$ cat src/rtl/mem_port.sv
// Memory port stage: runs one req/ack word access per controller strobe and loads instr/mdr.
// Optional bus timeout abort with sticky bus_err is enabled by defining MEM_TIMEOUT_EN.
module mem_port #(
    parameter int unsigned ADDR_W  = 32,
    parameter int unsigned DATA_W  = 32,
    parameter int unsigned TIMEOUT = 15
) (
    input  logic              clk,
    input  logic              nrst,
    input  logic              MemRead,
    input  logic              MemWrite,
    input  logic              IorD,
    input  logic              IR,
    input  logic              MDR,
    input  logic [ADDR_W-1:0] pc,
    input  logic [ADDR_W-1:0] alu_out,
    input  logic [DATA_W-1:0] wdata,
    output logic              mem_req,
    output logic              mem_we,
    output logic [ADDR_W-1:0] mem_addr,
    output logic [DATA_W-1:0] mem_wdata,
    input  logic              mem_ack,
    input  logic [DATA_W-1:0] mem_rdata,
    output logic [DATA_W-1:0] instr,
    output logic [DATA_W-1:0] mdr,
    output logic              stall,
    output logic              bus_err
);

    typedef enum logic [1:0] {S_IDLE, S_REQ, S_DONE} state_t;

    state_t            state;
    logic              ld_ir;
    logic              ld_mdr;
    logic              start_c;
    logic              expire_c;
    logic [ADDR_W-1:0] addr_sel_c;

    assign start_c    = MemRead | MemWrite;
    assign addr_sel_c = IorD ? alu_out : pc;
    assign stall      = ((state == S_IDLE) && start_c) || (state == S_REQ);

`ifdef MEM_TIMEOUT_EN
    localparam int unsigned CNT_W = $clog2(TIMEOUT + 1);

    logic [CNT_W-1:0] cnt;
    logic             bus_err_q;

    // Counter holds the number of REQ cycles already spent without ack.
    assign expire_c = (cnt == CNT_W'(TIMEOUT - 1));
    assign bus_err  = bus_err_q;
`else
    logic timeout_unused;

    assign timeout_unused = (TIMEOUT != 0);
    assign expire_c       = 1'b0;
    assign bus_err        = 1'b0;
`endif

    always_ff @(posedge clk) begin
        if (!nrst) begin
            state     <= S_IDLE;
            mem_req   <= 1'b0;
            mem_we    <= 1'b0;
            mem_addr  <= '0;
            mem_wdata <= '0;
            instr     <= '0;
            mdr       <= '0;
            ld_ir     <= 1'b0;
            ld_mdr    <= 1'b0;
`ifdef MEM_TIMEOUT_EN
            cnt       <= '0;
            bus_err_q <= 1'b0;
`endif
        end else begin
            case (state)
                S_IDLE: begin
                    if (start_c) begin
                        mem_addr  <= addr_sel_c & ~ADDR_W'(3);
                        mem_we    <= MemWrite;
                        mem_wdata <= wdata;
                        ld_ir     <= IR & ~MemWrite;
                        ld_mdr    <= MDR & ~MemWrite;
                        mem_req   <= 1'b1;
                        state     <= S_REQ;
`ifdef MEM_TIMEOUT_EN
                        cnt       <= '0;
`endif
                    end
                end
                S_REQ: begin
                    // Ack wins over an expiring timeout in the same cycle.
                    if (mem_ack) begin
                        if (ld_ir)  instr <= mem_rdata;
                        if (ld_mdr) mdr   <= mem_rdata;
                        mem_req <= 1'b0;
                        state   <= S_DONE;
                    end else if (expire_c) begin
                        mem_req <= 1'b0;
                        state   <= S_DONE;
`ifdef MEM_TIMEOUT_EN
                        bus_err_q <= 1'b1;
`endif
                    end else begin
`ifdef MEM_TIMEOUT_EN
                        cnt <= cnt + CNT_W'(1);
`endif
                    end
                end
                S_DONE: begin
                    mem_we <= 1'b0;
                    state  <= S_IDLE;
                end
                default: begin
                    mem_req <= 1'b0;
                    mem_we  <= 1'b0;
                    state   <= S_IDLE;
                end
            endcase
        end
    end

endmodule

$ cat config.mk
export PLATFORM = sky130hd
export DESIGN_NAME = mem_port
export DESIGN_NICKNAME = d
export VERILOG_FILES = /design/src/rtl/mem_port.sv
export SDC_FILE = /design/constraint.sdc
export NUM_CORES = 1
export LEC_CHECK = 0
export BUFFER_PORTS_ARGS = -buffer_cell sky130_fd_sc_hd__buf_2
export CORE_MARGIN = 8
export CORE_UTILIZATION = 40
export CTS_CLUSTER_SIZE = 25
export DETAILED_ROUTE_END_ITERATION = 10
export PLACE_DENSITY = 0.76
export SYNTH_ARGS = -nofsm -noshare
export SYNTH_HDL_FRONTEND = slang
export SYNTH_SLANG_ARGS = --single-unit
$ cat constraint.sdc
create_clock -name clk -period 1.2 [get_ports clk]
set_input_delay 0.3 -clock clk [delete_from_list [all_inputs] [get_ports clk]]
set_output_delay 0.3 -clock clk [all_outputs]
set_load 0.02 [all_outputs]
==> flow_summary.toml, run 1 <==
[final_layout]
fin_cells = 1102
area_growth_pct = 97.2
antenna_cells = 0
num-fill-cells = 676
nets = 1054
drive_above_1_share_pct = 73.1

[setup_path]
worst_setup_path_start_kind = "flip-flop"
critPathRequiredTime_ns = 1.54
path_class = "flip-flop to flip-flop"
crit_fanout = 5
worstPathArrival_ns = 1.84
cp-end-kind = "flip-flop"

[clock_tree]
tritoncts_num_sinks = 132
clockBufferDepth = 2
clkLatencyLatePin_ns = 0.42
cts_tree = "built"
cts_buffers = 17
cts_root_buf = "clkbuf_16"
clkTransAtPathRegs_ns = 0.06
hold_buffers = 0
h-tree-depth = 4

[drt]
ant_nets = 0
post_drt_wl_per_cell_um = 23.2
vias_per_cell = 5.60
totalWireLength_um = 25600
firstDrtPassIters = 7
drcViolationCount = 0
drt_iter0_drc = 365
num_vias = 6172

[logic_synthesis]
syn_area_um2 = 5180
yosysWarnings = 0
yosys.area.top_type_share_pct = 51.0
synth-main-ff-cell = "dfxtp_1"
synth_edf_count = 0
synthTopCellsByCount = "132 x dfxtp_1, 96 x nand3_1, 85 x o21ai_0, 65 x a21oi_1, 33 x nand2_1"
yosysTopAreaCell = "dfxtp_1"
ys_types = 28
synth.most_common_cell = "dfxtp_1"
syn_area_per_cell_um2 = 9.12
synth_seq_cells = 132
synthTopCellsByArea = "dfxtp_1 51%, nand3_1 9.3%, o21ai_0 8.2%"
synth-async-reset-ratio_pct = 0
seq_area_frac_synth_pct = 51.0
netlist_instances = 568

[sta]
clock.fmax_mhz = 666
fin_crit_sh_pct = 125
fin_ws_ns = -0.301
fin_skew_ns = 0.00828
hold_violations = 0
slew_violations = 0
period_needed_ns = 1.50
fin_tns_setup_ns = -24.93
rsz0062_at_grt = "yes"
finalSetupViolations = 137

[global_routing]
grt_usage_pct = 26.2
grt_overflow = 0
grt_max_degree = 59
antenna_found_initial = 0
grt_pass1_vias = 6077
busiest_layer = "met2"
met3_usage_pct = 9.59
grt_pass1_wl_um = 33800
met2_usage_pct = 46.3
global_route.usage.met1_pct = 27.3

[worst_hold_path]
min_path_type = "input port to flip-flop"

[pwr]
vdd_drop_max_v = 0.000927
power.leakage_nw = 4.43
power_density_nw_per_um2 = 1260
finalPower_mw = 12.9

[die]
fp-row-count = 41
initial_core_util_pct = 41.0
die_x_um = 130
die_y_um = 130
design.core.area_um2 = 12600
io-pin-count = 268
die_area_um2 = 16800

[placed_design]
post-place-ws_ns = -0.229
dp.cells = 970
gp_congestion = 0.805
place_hpwl_um = 11700
portBuffers = 260

[outcome]
violations = "negative setup slack"
outcome = "finished, violations left"

[job]
maxCapViolCount = 0
[state kept, by name, summed over array words and instances, names as in the netlist]
register	flops
state	2
mem_we	1
ld_ir	1
ld_mdr	1
mem_addr	30
mem_req	1
mdr	32
mem_wdata	32
instr	32
[timing repair]
| item | CTS | global route |
|---|---|---|
| cloned | 21 | 2 |
| resized for setup | 538 | 70 |
| pin swaps | 37 | 23 |
| setup buffers | 24 | 57 |
| setup endpoints to repair | 233 | 223 |
[where the power goes]
part / internal (mW) / switching (mW) / total (mW)
clock network: 3.21 / 1.99 / 5.20
logic: 1.45 / 1.42 / 2.87
registers: 4.65 / 0.178 / 4.83
total: 9.31 / 3.59 / 12.9
[metal layers]
layer  vias up  share of wire [%]
met3        64                 11
li1       2741                  -
met5         -                  0
met1      2955                 34
met2       412                 52
met4         0                2.7
[cells in the final DEF, fill, tap and decap left out, drive strengths merged, types with 3 or more instances in the layout]
cell type	netlist	layout
mux2i	30	30
nand4b	4	4
conb	1	3
a21oi	65	65
o21ai	100	100
buf	41	389
nor2	7	7
clkbuf	21	25
nand2	33	33
clkinv	0	3
a211oi	30	30
clkinvlp	0	3
nand3	96	96
dfxtp	132	132
[path summary, 6_finish.rpt]
| kind | start | endpoint | cells past startpoint | slack [ns] |
|---|---|---|---|---|
| setup reg to reg | state[0]$_SDFFE_PN0P_ | mem_wdata[10]$_SDFFE_PN0P_ | 8 | -0.30 |
| hold reg to reg | mdr[6]$_SDFFE_PN0P_ | mdr[6]$_SDFFE_PN0P_ | 2 | 0.46 |
| hold / removal | wdata[23] | mem_wdata[23]$_SDFFE_PN0P_ | 3 | 0.12 |
| setup / recovery | state[0]$_SDFFE_PN0P_ | mem_wdata[10]$_SDFFE_PN0P_ | 8 | -0.30 |
[kinds of logic (layout without fill, tap and decap cells)]
family          after synthesis  in the layout  synth area share, %
simple gates                145            145                 14.0
other cells                   1              3               0.0724
compound gates              196            196                 21.4
buf+inv                      64            424                 7.75
mux                          30             30                 5.80
flops                       132            132                 51.0
[layout make-up]
class	count	area, um^2	share of cell area [%]
tap	172	215	2.11
sequential	132	2810	27.5
timing repair buffer	391	3860	37.8
clock inverter	8	101	0.992
inverter	2	7.51	0.0735
multi-input combinational	374	2740	26.8
clock buffer	23	478	4.68
[metrics by stage]
step	hold slack, ns	util [%]	instance area (um^2)
6_report	0.125	81.0	10200
5_1_grt	0.113	81.0	10200
4_1_cts	0.105	75.6	9540
3_5_place_dp	0.456	53.7	6770
3_3_place_gp	0.447	53.7	6770
2_1_floorplan	0.441	-	5260
[critical path, stage by stage, from the launching register on]
cell and delay [ns]:
dfxtp_2 0.34, buf_6 0.12, buf_6 0.11, nor2_4 0.21, buf_8 0.19, buf_12 0.11, buf_16 0.11, nand3_4 0.07
a21oi_2 0.17
(Power assumes the default switching activity.)
==> run 2: changes to the inputs <==
- CTS_BUF_LIST: not set -> sky130_fd_sc_hd__clkbuf_4 sky130_fd_sc_hd__clkbuf_8
==> run 2 against run 1 <==
Effect of this change: the run still ends with negative setup slack left; global-route usage grew 0.056 points; sequential share of layout area shrank 0.21 points; count of clock-buffer cells in the layout is the same; combinational power grew 8.7%; sequential cell count is the same; sequential power is essentially flat; power shrank 8.1%; worst hold slack lost 0.037 ns; largest power group is now sequential cells.
==> flow_summary.toml, run 2 (synthesis results as in run 1) <==
[die]
fp-row-count = 41
die_y_um = 130
io-pin-count = 268
die_area_um2 = 16800
initial_core_util_pct = 41.0
die_x_um = 130
design.core.area_um2 = 12600

[clock_tree]
cts_buffers = 17
cts_root_buf = "clkbuf_8"
clockBufferDepth = 2
clkLatencyLatePin_ns = 0.45
tritoncts_num_sinks = 132
hold_buffers = 0
cts_tree = "built"
clkTransAtPathRegs_ns = 0.08
h-tree-depth = 4

[setup_path]
cp_common_cell = "buf_6"
crit_family = "buffers and inverters"
cp_num_cells = 8
cp_slowest_cell = "dfxtp_2"
cp-end-kind = "flip-flop"
path_class = "flip-flop to flip-flop"
r2r_cells = 8
cp.buffers_inverters = 5
worstPathArrival_ns = 1.91
path_cells = "buf_4 > buf_6 > nor2_4 > buf_6 > buf_6 > buf_16 > nand3_2 > a21oi_1"
crit_path_max_incr_delay_ns = 0.34
critPathRequiredTime_ns = 1.56
crit_fanout = 5
worst_setup_path_start_kind = "flip-flop"

[global_routing]
grt_pass1_wl_um = 34000
grt_overflow = 0
grt_usage_pct = 26.2
grt_pass1_vias = 6069
grt_max_degree = 59
antenna_found_initial = 0

[final_layout]
antenna_cells = 0
fin_cells = 1104
area_growth_pct = 99.7
layout_common_cells = "141 x buf_6, 131 x buf_2, 124 x dfxtp_2"
nets = 1056
reg_top3 = "instr x32, mdr x32, mem_wdata x32"
final_common_cell = "buf_6"
drive_above_1_share_pct = 79.7

[worst_hold_path]
whs_path_depth = 3
min_path_type = "input port to flip-flop"

[drt]
post_drt_wl_per_cell_um = 24.7
ant_nets = 0
totalWireLength_um = 27200
num_vias = 6326
drt_iter0_drc = 565
drcViolationCount = 0
vias_per_cell = 5.73
firstDrtPassIters = 5

[sta]
fin_crit_sh_pct = 129
slew_violations = 0
fin_ws_ns = -0.351
clock.fmax_mhz = 645
period_needed_ns = 1.55
hold_violations = 0
finalSetupViolations = 228
rsz0062_at_grt = "yes"
fin_tns_setup_ns = -28.70
fin_skew_ns = 0.0155
hold_ws_ns = 0.0880

[pwr]
power_density_nw_per_um2 = 1150
power.leakage_nw = 4.46
finalPower_mw = 11.9
vdd_drop_max_v = 0.000728

[job]
maxCapViolCount = 0

[placed_design]
portBuffers = 260
place_hpwl_um = 11700
gp_congestion = 0.805
dp.cells = 970

[outcome]
outcome = "finished, violations left"
violations = "negative setup slack"
==> run 2: timing repair <==
item,4_1_cts,5_1_grt
buffers inserted,34,55
cloned,22,3
endpoints found under the setup margin,236,258
resized for setup,553,134
pin swaps,50,28
==> run 2: path summary, 6_finish.rpt <==
path                                            start                    endpoint  slack, ns
worst max-delay path            state[0]$_SDFFE_PN0P_  mem_wdata[16]$_SDFFE_PN0P_      -0.35
worst min-delay path                         wdata[4]   mem_wdata[4]$_SDFFE_PN0P_       0.09
worst max register to register  state[0]$_SDFFE_PN0P_  mem_wdata[16]$_SDFFE_PN0P_      -0.35
worst min register to register    mdr[3]$_SDFFE_PN0P_         mdr[3]$_SDFFE_PN0P_       0.46
==> run 2: tightest hold or removal path, delay by kind of cell <==
family	cells	cell delay (ns)
and+or+nand+nor	1	0.04
AOI/OAI and AO/OA	1	0.05
buffers and inverters	1	0.10
==> run 2: metrics by stage <==
step	setup slack, ns	util [%]	area [um^2]
4_1_cts	-0.308	75.2	9490
3_5_place_dp	-0.229	53.7	6770
6_report	-0.351	82.0	10300
3_3_place_gp	-0.232	53.7	6770
2_1_floorplan	-0.0600	-	5260
5_1_grt	-0.366	82.0	10300
==> run 2: layout make-up <==
cell class,instances,area [um^2]
clock buffers,23,298
fillers,633,2280
flip-flops and latches,132,2820
well taps,172,215
repair buffers,393,3820
inverters,2,7.51
multi-input cells,374,3080
clock inverters,8,101
==> run 2: report_power, final <==
group | total, mW | internal, mW | switching (mW)
clock | 3.91 | 2.07 | 1.84
sequential | 4.83 | 4.64 | 0.192
combinational | 3.12 | 1.55 | 1.57
total | 11.9 | 8.25 | 3.60
==> run 2: layer usage <==
metal	vias up	track usage, %	wire, um
met5	-	0	0
met4	0	10.1	959
met3	80	10.8	3020
met2	444	45.9	14100
met1	3052	27.6	9150
li1	2750	-	-
